File: src/rtl/vga_scene_renderer.sv
// -----------------------------------------------------------------------------
// vga_scene_renderer
//
// Parametrised VGA timing generator and scene renderer. It draws a border,
// PADDLE_COUNT paddles and one ball over a selectable background. Object
// positions are double-buffered: posWrite fills a shadow set, and the shadow
// set is copied into the live set at the start of the first blanking line,
// so a picture never tears mid-frame.
//
// Pipeline: stage 0 = counters + combinational decode, stage 1 = hit flags
// and delayed timing, stage 2 = colour select and registered outputs.
// Every output is therefore exactly two cycles behind the counters.
//
// Optional feature macro: VGA_CHECKER_BG_EN
//   defined   -> 32x32 checkerboard background (full / half intensity)
//   undefined -> solid background colour
//
// Ports:
//   pixelClock  pixel clock, the only clock
//   resetN      synchronous active-low reset
//   paddleY     top Y of each paddle, paddle i in bits [10i+9:10i]
//   ballX/ballY ball top-left corner
//   posWrite    captures paddleY/ballX/ballY into the shadow set
//   bgColor     background {b,g,r}, each bit widened to a full channel
//   rColor/gColor/bColor  8-bit colour channels
//   hSync/vSync active-low syncs, blankN high in the active area
//   syncN       tied low
//   frameStart  one-cycle pulse aligned with the live-set load
//   xPixel/yPixel coordinates of the pixel currently on the outputs
// -----------------------------------------------------------------------------
module vga_scene_renderer #(
    parameter int          H_VISIBLE    = 1024,
    parameter int          H_FRONT      = 24,
    parameter int          H_SYNC       = 136,
    parameter int          H_BACK       = 160,
    parameter int          V_VISIBLE    = 768,
    parameter int          V_FRONT      = 3,
    parameter int          V_SYNC       = 6,
    parameter int          V_BACK       = 29,
    parameter int          BORDER       = 16,
    parameter int          PADDLE_COUNT = 2,
    parameter int          PADDLE_W     = 16,
    parameter int          PADDLE_H     = 96,
    parameter int          PADDLE_GAP   = 16,
    parameter int          BALL_SIZE    = 16,
    parameter logic [23:0] BORDER_COLOR = 24'h00FFFF,
    parameter logic [23:0] PADDLE_COLOR = 24'hFFFFFF,
    parameter logic [23:0] BALL_COLOR   = 24'hFFFF00
) (
    input  logic                       pixelClock,
    input  logic                       resetN,
    input  logic [PADDLE_COUNT*10-1:0] paddleY,
    input  logic [10:0]                ballX,
    input  logic [9:0]                 ballY,
    input  logic                       posWrite,
    input  logic [2:0]                 bgColor,
    output logic [7:0]                 rColor,
    output logic [7:0]                 gColor,
    output logic [7:0]                 bColor,
    output logic                       hSync,
    output logic                       vSync,
    output logic                       blankN,
    output logic                       syncN,
    output logic                       frameStart,
    output logic [10:0]                xPixel,
    output logic [9:0]                 yPixel
);

    localparam logic [10:0] H_LAST        = 11'(H_VISIBLE + H_FRONT + H_SYNC + H_BACK - 1);
    localparam logic [9:0]  V_LAST        = 10'(V_VISIBLE + V_FRONT + V_SYNC + V_BACK - 1);
    localparam logic [10:0] HS_FIRST      = 11'(H_VISIBLE + H_FRONT);
    localparam logic [10:0] HS_LAST       = 11'(H_VISIBLE + H_FRONT + H_SYNC - 1);
    localparam logic [9:0]  VS_FIRST      = 10'(V_VISIBLE + V_FRONT);
    localparam logic [9:0]  VS_LAST       = 10'(V_VISIBLE + V_FRONT + V_SYNC - 1);
    localparam logic [10:0] H_ACT         = 11'(H_VISIBLE);
    localparam logic [9:0]  V_ACT         = 10'(V_VISIBLE);
    // Geometry is compared at 12 bits so ball/paddle right edges never wrap.
    localparam logic [11:0] BORDER_W      = 12'(BORDER);
    localparam logic [11:0] BORDER_RIGHT  = 12'(H_VISIBLE - BORDER);
    localparam logic [11:0] BORDER_BOTTOM = 12'(V_VISIBLE - BORDER);
    localparam logic [11:0] PAD0_LEFT     = 12'(H_VISIBLE - BORDER - PADDLE_GAP - PADDLE_W);
    localparam logic [11:0] PAD1_LEFT     = 12'(BORDER + PADDLE_GAP);
    localparam logic [11:0] PAD_WIDTH     = 12'(PADDLE_W);
    localparam logic [11:0] PAD_HEIGHT    = 12'(PADDLE_H);
    localparam logic [11:0] BALL_SPAN     = 12'(BALL_SIZE);
    localparam logic [9:0]  PAD_MIN       = 10'(BORDER);
    localparam logic [9:0]  PAD_MAX       = 10'(V_VISIBLE - BORDER - PADDLE_H);
    localparam logic [9:0]  PAD_RESET     = 10'((V_VISIBLE - PADDLE_H) / 2);
    localparam logic [10:0] BALL_X_RESET  = 11'((H_VISIBLE - BALL_SIZE) / 2);
    localparam logic [9:0]  BALL_Y_RESET  = 10'((V_VISIBLE - BALL_SIZE) / 2);

    // Half-open interval test [start, start+len).
    function automatic logic inSpan(input logic [11:0] pos, input logic [11:0] start,
                                    input logic [11:0] len);
        return (pos >= start) && (pos < start + len);
    endfunction

    // Keep paddles inside the playfield between the top and bottom borders.
    function automatic logic [9:0] clampPad(input logic [9:0] y);
        if (y < PAD_MIN) begin
            return PAD_MIN;
        end else if (y > PAD_MAX) begin
            return PAD_MAX;
        end else begin
            return y;
        end
    endfunction

    logic [10:0]                   hCount_r;
    logic [9:0]                    vCount_r;
    logic [PADDLE_COUNT-1:0][9:0]  shadowPad_r;
    logic [PADDLE_COUNT-1:0][9:0]  activePad_r;
    logic [10:0]                   shadowBallX_r;
    logic [10:0]                   activeBallX_r;
    logic [9:0]                    shadowBallY_r;
    logic [9:0]                    activeBallY_r;

    logic [11:0]                   xWide_s;
    logic [11:0]                   yWide_s;
    logic                          loadFrame_s;
    logic                          hSync_s;
    logic                          vSync_s;
    logic                          active_s;
    logic                          borderHit_s;
    logic                          ballHit_s;
    logic [PADDLE_COUNT-1:0]       paddleHit_s;

    logic                          borderHit_r;
    logic                          ballHit_r;
    logic [PADDLE_COUNT-1:0]       paddleHit_r;
    logic                          hSync1_r;
    logic                          vSync1_r;
    logic                          active1_r;
    logic                          frameStart1_r;
    logic [10:0]                   x1_r;
    logic [9:0]                    y1_r;
    logic [2:0]                    bgColor1_r;

    logic [23:0]                   bgFull_s;
    logic [23:0]                   bgPix_s;
    logic [23:0]                   color_s;

    // Horizontal/vertical position counters.
    always_ff @(posedge pixelClock) begin
        if (!resetN) begin
            hCount_r <= 11'd0;
            vCount_r <= 10'd0;
        end else if (hCount_r == H_LAST) begin
            hCount_r <= 11'd0;
            if (vCount_r == V_LAST) begin
                vCount_r <= 10'd0;
            end else begin
                vCount_r <= vCount_r + 10'd1;
            end
        end else begin
            hCount_r <= hCount_r + 11'd1;
        end
    end

    // Stage 0: timing decode and object hit tests against the live set.
    always_comb begin
        xWide_s     = {1'b0, hCount_r};
        yWide_s     = {2'b00, vCount_r};
        loadFrame_s = (hCount_r == 11'd0) && (vCount_r == V_ACT);
        hSync_s     = !((hCount_r >= HS_FIRST) && (hCount_r <= HS_LAST));
        vSync_s     = !((vCount_r >= VS_FIRST) && (vCount_r <= VS_LAST));
        active_s    = (hCount_r < H_ACT) && (vCount_r < V_ACT);
        borderHit_s = (xWide_s < BORDER_W) || (xWide_s >= BORDER_RIGHT) ||
                      (yWide_s < BORDER_W) || (yWide_s >= BORDER_BOTTOM);
        ballHit_s   = inSpan(xWide_s, {1'b0, activeBallX_r}, BALL_SPAN) &&
                      inSpan(yWide_s, {2'b00, activeBallY_r}, BALL_SPAN);
        paddleHit_s = {PADDLE_COUNT{1'b0}};
        // Paddle 0 sits on the right, paddle 1 on the left.
        for (int i = 0; i < PADDLE_COUNT; i++) begin
            paddleHit_s[i] = inSpan(xWide_s, (i == 0) ? PAD0_LEFT : PAD1_LEFT, PAD_WIDTH) &&
                             inSpan(yWide_s, {2'b00, activePad_r[i]}, PAD_HEIGHT);
        end
    end

    // Shadow capture and frame-boundary load of the live position set.
    // On a coincident write the load takes the old shadow value.
    always_ff @(posedge pixelClock) begin
        if (!resetN) begin
            for (int i = 0; i < PADDLE_COUNT; i++) begin
                shadowPad_r[i] <= PAD_RESET;
                activePad_r[i] <= PAD_RESET;
            end
            shadowBallX_r <= BALL_X_RESET;
            activeBallX_r <= BALL_X_RESET;
            shadowBallY_r <= BALL_Y_RESET;
            activeBallY_r <= BALL_Y_RESET;
        end else begin
            if (loadFrame_s) begin
                for (int i = 0; i < PADDLE_COUNT; i++) begin
                    activePad_r[i] <= clampPad(shadowPad_r[i]);
                end
                activeBallX_r <= shadowBallX_r;
                activeBallY_r <= shadowBallY_r;
            end
            if (posWrite) begin
                for (int i = 0; i < PADDLE_COUNT; i++) begin
                    shadowPad_r[i] <= paddleY[10*i +: 10];
                end
                shadowBallX_r <= ballX;
                shadowBallY_r <= ballY;
            end
        end
    end

    // Stage 1: register hit flags and the timing that travels with them.
    always_ff @(posedge pixelClock) begin
        if (!resetN) begin
            borderHit_r   <= 1'b0;
            ballHit_r     <= 1'b0;
            paddleHit_r   <= {PADDLE_COUNT{1'b0}};
            hSync1_r      <= 1'b1;
            vSync1_r      <= 1'b1;
            active1_r     <= 1'b0;
            frameStart1_r <= 1'b0;
            x1_r          <= 11'd0;
            y1_r          <= 10'd0;
            bgColor1_r    <= 3'd0;
        end else begin
            borderHit_r   <= borderHit_s;
            ballHit_r     <= ballHit_s;
            paddleHit_r   <= paddleHit_s;
            hSync1_r      <= hSync_s;
            vSync1_r      <= vSync_s;
            active1_r     <= active_s;
            frameStart1_r <= loadFrame_s;
            x1_r          <= hCount_r;
            y1_r          <= vCount_r;
            bgColor1_r    <= bgColor;
        end
    end

    // Stage 2 colour select: ball > paddle > border > background.
    always_comb begin
        bgFull_s = {{8{bgColor1_r[0]}}, {8{bgColor1_r[1]}}, {8{bgColor1_r[2]}}};
`ifdef VGA_CHECKER_BG_EN
        if (x1_r[5] ^ y1_r[5]) begin
            bgPix_s = bgFull_s;
        end else begin
            bgPix_s = {1'b0, bgFull_s[23:17], 1'b0, bgFull_s[15:9], 1'b0, bgFull_s[7:1]};
        end
`else
        bgPix_s = bgFull_s;
`endif
        if (!active1_r) begin
            color_s = 24'h000000;
        end else if (ballHit_r) begin
            color_s = BALL_COLOR;
        end else if (|paddleHit_r) begin
            color_s = PADDLE_COLOR;
        end else if (borderHit_r) begin
            color_s = BORDER_COLOR;
        end else begin
            color_s = bgPix_s;
        end
    end

    // Stage 2: registered outputs, all mutually aligned.
    always_ff @(posedge pixelClock) begin
        if (!resetN) begin
            rColor     <= 8'd0;
            gColor     <= 8'd0;
            bColor     <= 8'd0;
            hSync      <= 1'b1;
            vSync      <= 1'b1;
            blankN     <= 1'b0;
            syncN      <= 1'b0;
            frameStart <= 1'b0;
            xPixel     <= 11'd0;
            yPixel     <= 10'd0;
        end else begin
            rColor     <= color_s[23:16];
            gColor     <= color_s[15:8];
            bColor     <= color_s[7:0];
            hSync      <= hSync1_r;
            vSync      <= vSync1_r;
            blankN     <= active1_r;
            syncN      <= 1'b0;
            frameStart <= frameStart1_r;
            xPixel     <= x1_r;
            yPixel     <= y1_r;
        end
    end

endmodule

File: config.mk
export PLATFORM = sky130hd
export DESIGN_NAME = vga_scene_renderer
export DESIGN_NICKNAME = d
export VERILOG_FILES = /design/src/rtl/vga_scene_renderer.sv
export SDC_FILE = /design/constraint.sdc
export NUM_CORES = 1
export LEC_CHECK = 0
export ABC_CLOCK_PERIOD_IN_PS = 2400
export CELL_PAD_IN_SITES_DETAIL_PLACEMENT = 0
export CELL_PAD_IN_SITES_GLOBAL_PLACEMENT = 1
export CORE_UTILIZATION = 35
export CTS_CLUSTER_SIZE = 28
export DETAILED_ROUTE_END_ITERATION = 10
export HOLD_SLACK_MARGIN = 0.1
export PLACE_DENSITY = 0.72
export SLEW_MARGIN = 20
export SYNTH_ARGS = -nofsm -noshare
export SYNTH_HDL_FRONTEND = slang
export SYNTH_SLANG_ARGS = --single-unit
File: constraint.sdc
create_clock -name pixelClock -period 2.4 [get_ports pixelClock]
set_input_delay 0.6 -clock pixelClock [delete_from_list [all_inputs] [get_ports pixelClock]]
set_output_delay 0.6 -clock pixelClock [all_outputs]
set_load 0.01 [all_outputs]
==> metrics.cfg <==
[setup_path]
critPathBufInv=1
cp_slowest_cell=or4_1
crit_path_end_kind=register
worstSetupStartpointType=register
timing.rr.start=vCount_r[2]$_SDFFE_PN0P_
path_cells=or4_1 -> or4_4 -> or2_1 -> buf_4 -> a21oi_1 -> o21ai_0
cp.arrival_ns=2.54
worst-setup-path-type=reg -> reg
path_delay_family=simple AND/OR/NAND/NOR gates
crit_fanout=19
crit_start=vCount_r[2]$_SDFFE_PN0P_
required_ns=2.69
cpPeakStageDelay_ns=0.57

[die]
row_count=53
start_util_pct=36.2
design.die.area_mm2=0.0226
die_x_um=150
dieHeight_um=150
io_pins=97
core_region_area_mm2=0.0213

[cts]
cts_tree=built
cts_buffers=17
clock_path_buffers=2
clkSinkCount=163
path_clk_slew_ns=0.07
clockRootBuffer=clkbuf_16
clk_latency_ns=0.42
cts_max_level=4

[synth]
ys_warn_count=0
synth.top_cell.area_share_pct=42.3
yosys.area.top_type=dfxtp_1
synth_ff_type=dfxtp_1
synth.distinct_cells=55
synth_edf_count=0
yosysSeqAreaShare_pct=42.3
synth_area_leaders=dfxtp_1 (42%), ha_1 (12%), mux2i_1 (5.5%)
syn_nets=974
netlist_area_mm2=0.00771
synth_cells=854
synth-seq-cells=163
avgSynthCellArea_um2=9.03
synth-async-reset-ratio_pct=0

[power_and_ir_drop]
switching_share_pct=23.4
ir_drop_uv=444
finalPower_w=0.00567
pwr-share-comb_pct=5.6
seq_power_share_pct=49.4
p_int_w=0.00434
p_leak_nw=4.14
switchingPower_w=0.00133
power.share.clock_pct=44.9
cellPowerDensity_mw_per_mm2=591

[sta]
skew_ns=0.0117
setup_viol=0
period_share_pct=93.8
worst_pin_slew_ns=0.546
clock.fmax_mhz=444
finalMaxSlewViolations=0
hold_viol=0
fin_crit_ns=2.25
fin_tns_setup_ns=0
slew-limit-headroom_pct=63.6
rsz0062_at_grt=false
worst_slack_ns=0.149

[final_layout]
regArea_mm2=0.00326
final_core_util_pct=45.1
multiInputGateArea_mm2=0.00395
n_fill_cell=2104
syn_to_final_growth_pct=24.4
final_common_cell=dfxtp_1
final_cell_mix=dfxtp_1 (162), clkdlybuf4s50_1 (93), nor2_1 (85)
stdcell_area_mm2=0.00959
drive_gt1_share_pct=8.13
num_antenna_cells=0
nNetsFinal=1067

[flow_run]
cap_violations=0

[global_route]
grt_antenna_before_repair=0
grt_max_degree=83
grt.overflow.total=0
grt_pass1_wl_mm=28.7
grt_pass1_vias=5542
grt_use_total_pct=16.3

[detailed_routing]
viasPerCell=4.79
wl_per_cell_um=14.2
wl_mm=17.6
drtPass1Iterations=4
drc=0
drtAntennaViolNets=0
drtIter0Drc=278
vias=5912

[placement]
postPlaceCellArea_mm2=0.00899
io_buffers=95
dp_slack_ns=0.0587
post-dp-hpwl_mm=12.6
gp_congestion=0.843

[outcome]
status=finished clean

[worst_hold_path]
hp-start=vSync1_r$_SDFF_PN1_
min_path_type=reg -> reg

[path summary, 6_finish.rpt]
| path | end | slack, ns | depth (start not counted) |
|---|---|---|---|
| worst min register to register | vSync$_SDFF_PN1_ | 0.41 | 1 |
| worst max-delay path | activePad_r[6]$_SDFFE_PN1P_ | 0.15 | 6 |
| worst max register to register | activePad_r[6]$_SDFFE_PN1P_ | 0.15 | 6 |
| worst min-delay path | vSync$_SDFF_PN1_ | 0.41 | 1 |
[flip-flops by register name, summed over array words and instances (netlist names), 2 cells and up]
name and flops:
activePad_r 20, shadowPad_r 20, activeBallX_r 11, hCount_r 11
shadowBallX_r 11, x1_r 11, xPixel 11, activeBallY_r 10
shadowBallY_r 10, vCount_r 10, y1_r 10, yPixel 10
bgColor1_r 3, paddleHit_r 2
[metrics by stage]
stage | instances | hold slack, ns
after floorplan | 854 | 0.386
after global placement | 1201 | 0.402
after detailed placement | 1201 | 0.398
after CTS | 1233 | 0.413
after global routing | 1235 | 0.439
final | 1235 | 0.409
[worst reg2reg max path, stage by stage (launching register included)]
cell and delay (ns):
dfxtp_1 0.32, or4_1 0.57, or4_4 0.56, or2_1 0.25, buf_4 0.21, a21oi_1 0.13, o21ai_0 0.09
[logic make-up (layout without fill, tap and decap cells)]
logic type	Yosys count	count (layout)	share of synthesized area, %
and+or+nand+nor	303	303	19.3
buffers and inverters	109	215	6.60
AOI/OAI and AO/OA	131	131	10.9
xor gates and xnor gates	32	32	3.63
adders and majority gates	73	73	11.8
DFF	163	163	42.3
other	1	1	0.0486
muxes	42	42	5.45
[Yosys cell counts, types with 3 or more instances]
master     number
ha_1           73
a21oi_1        41
nand2b_1       12
a21boi_0        3
a31oi_1         3
dfxtp_1       163
and2_1         45
nor3_1         10
buf_4          22
o221ai_1        3
nand3b_1        5
nand2_1        76
clkbuf_1       21
nand3_1        25
inv_1          50
a22oi_1         4
a21o_1          9
xor2_1         12
buf_1           6
xnor2_1        20
mux2i_1        42
buf_2           8
nor4_1          5
a211oi_1        8
nand4_1         9
nor2_1         86
o211ai_1       14
or4_1           3
o21ai_0        28
or3_1           5
nor2b_1         5
and3_1          6
a2111oi_0       3
[power by group through the flow]
stage                     Clock, W  Sequential, W  Combinational [W]
after floorplan                  0        0.00285           0.000179
after global placement           0        0.00286           0.000321
after detailed placement         0        0.00286           0.000323
after CTS                  0.00262        0.00280           0.000324
after global routing       0.00274        0.00281           0.000352
final                      0.00255        0.00280           0.000319
[area by class of cell]
cell class | instances | area share, %
inverters | 51 | 2.00
clock inverters | 12 | 1.00
repair buffers | 132 | 13.4
flip-flops and latches | 163 | 34.0
clock buffers | 20 | 4.76
multi-input cells | 582 | 41.2
well taps | 275 | 3.59
[layer usage]
metal | routed length, um | global-route usage (%)
met5 | 0 | 0
met4 | 120 | 3.79
met3 | 674 | 3.30
met2 | 7620 | 25.9
met1 | 9170 | 22.5
[what timing repair did]
action,in CTS,in global routing
hold buffers,0,0
gates resized for setup,0,4
endpoints found under the hold margin,0,0
setup endpoints to repair,0,9
setup buffers,0,1
Power figures use the tool's default switching activity.
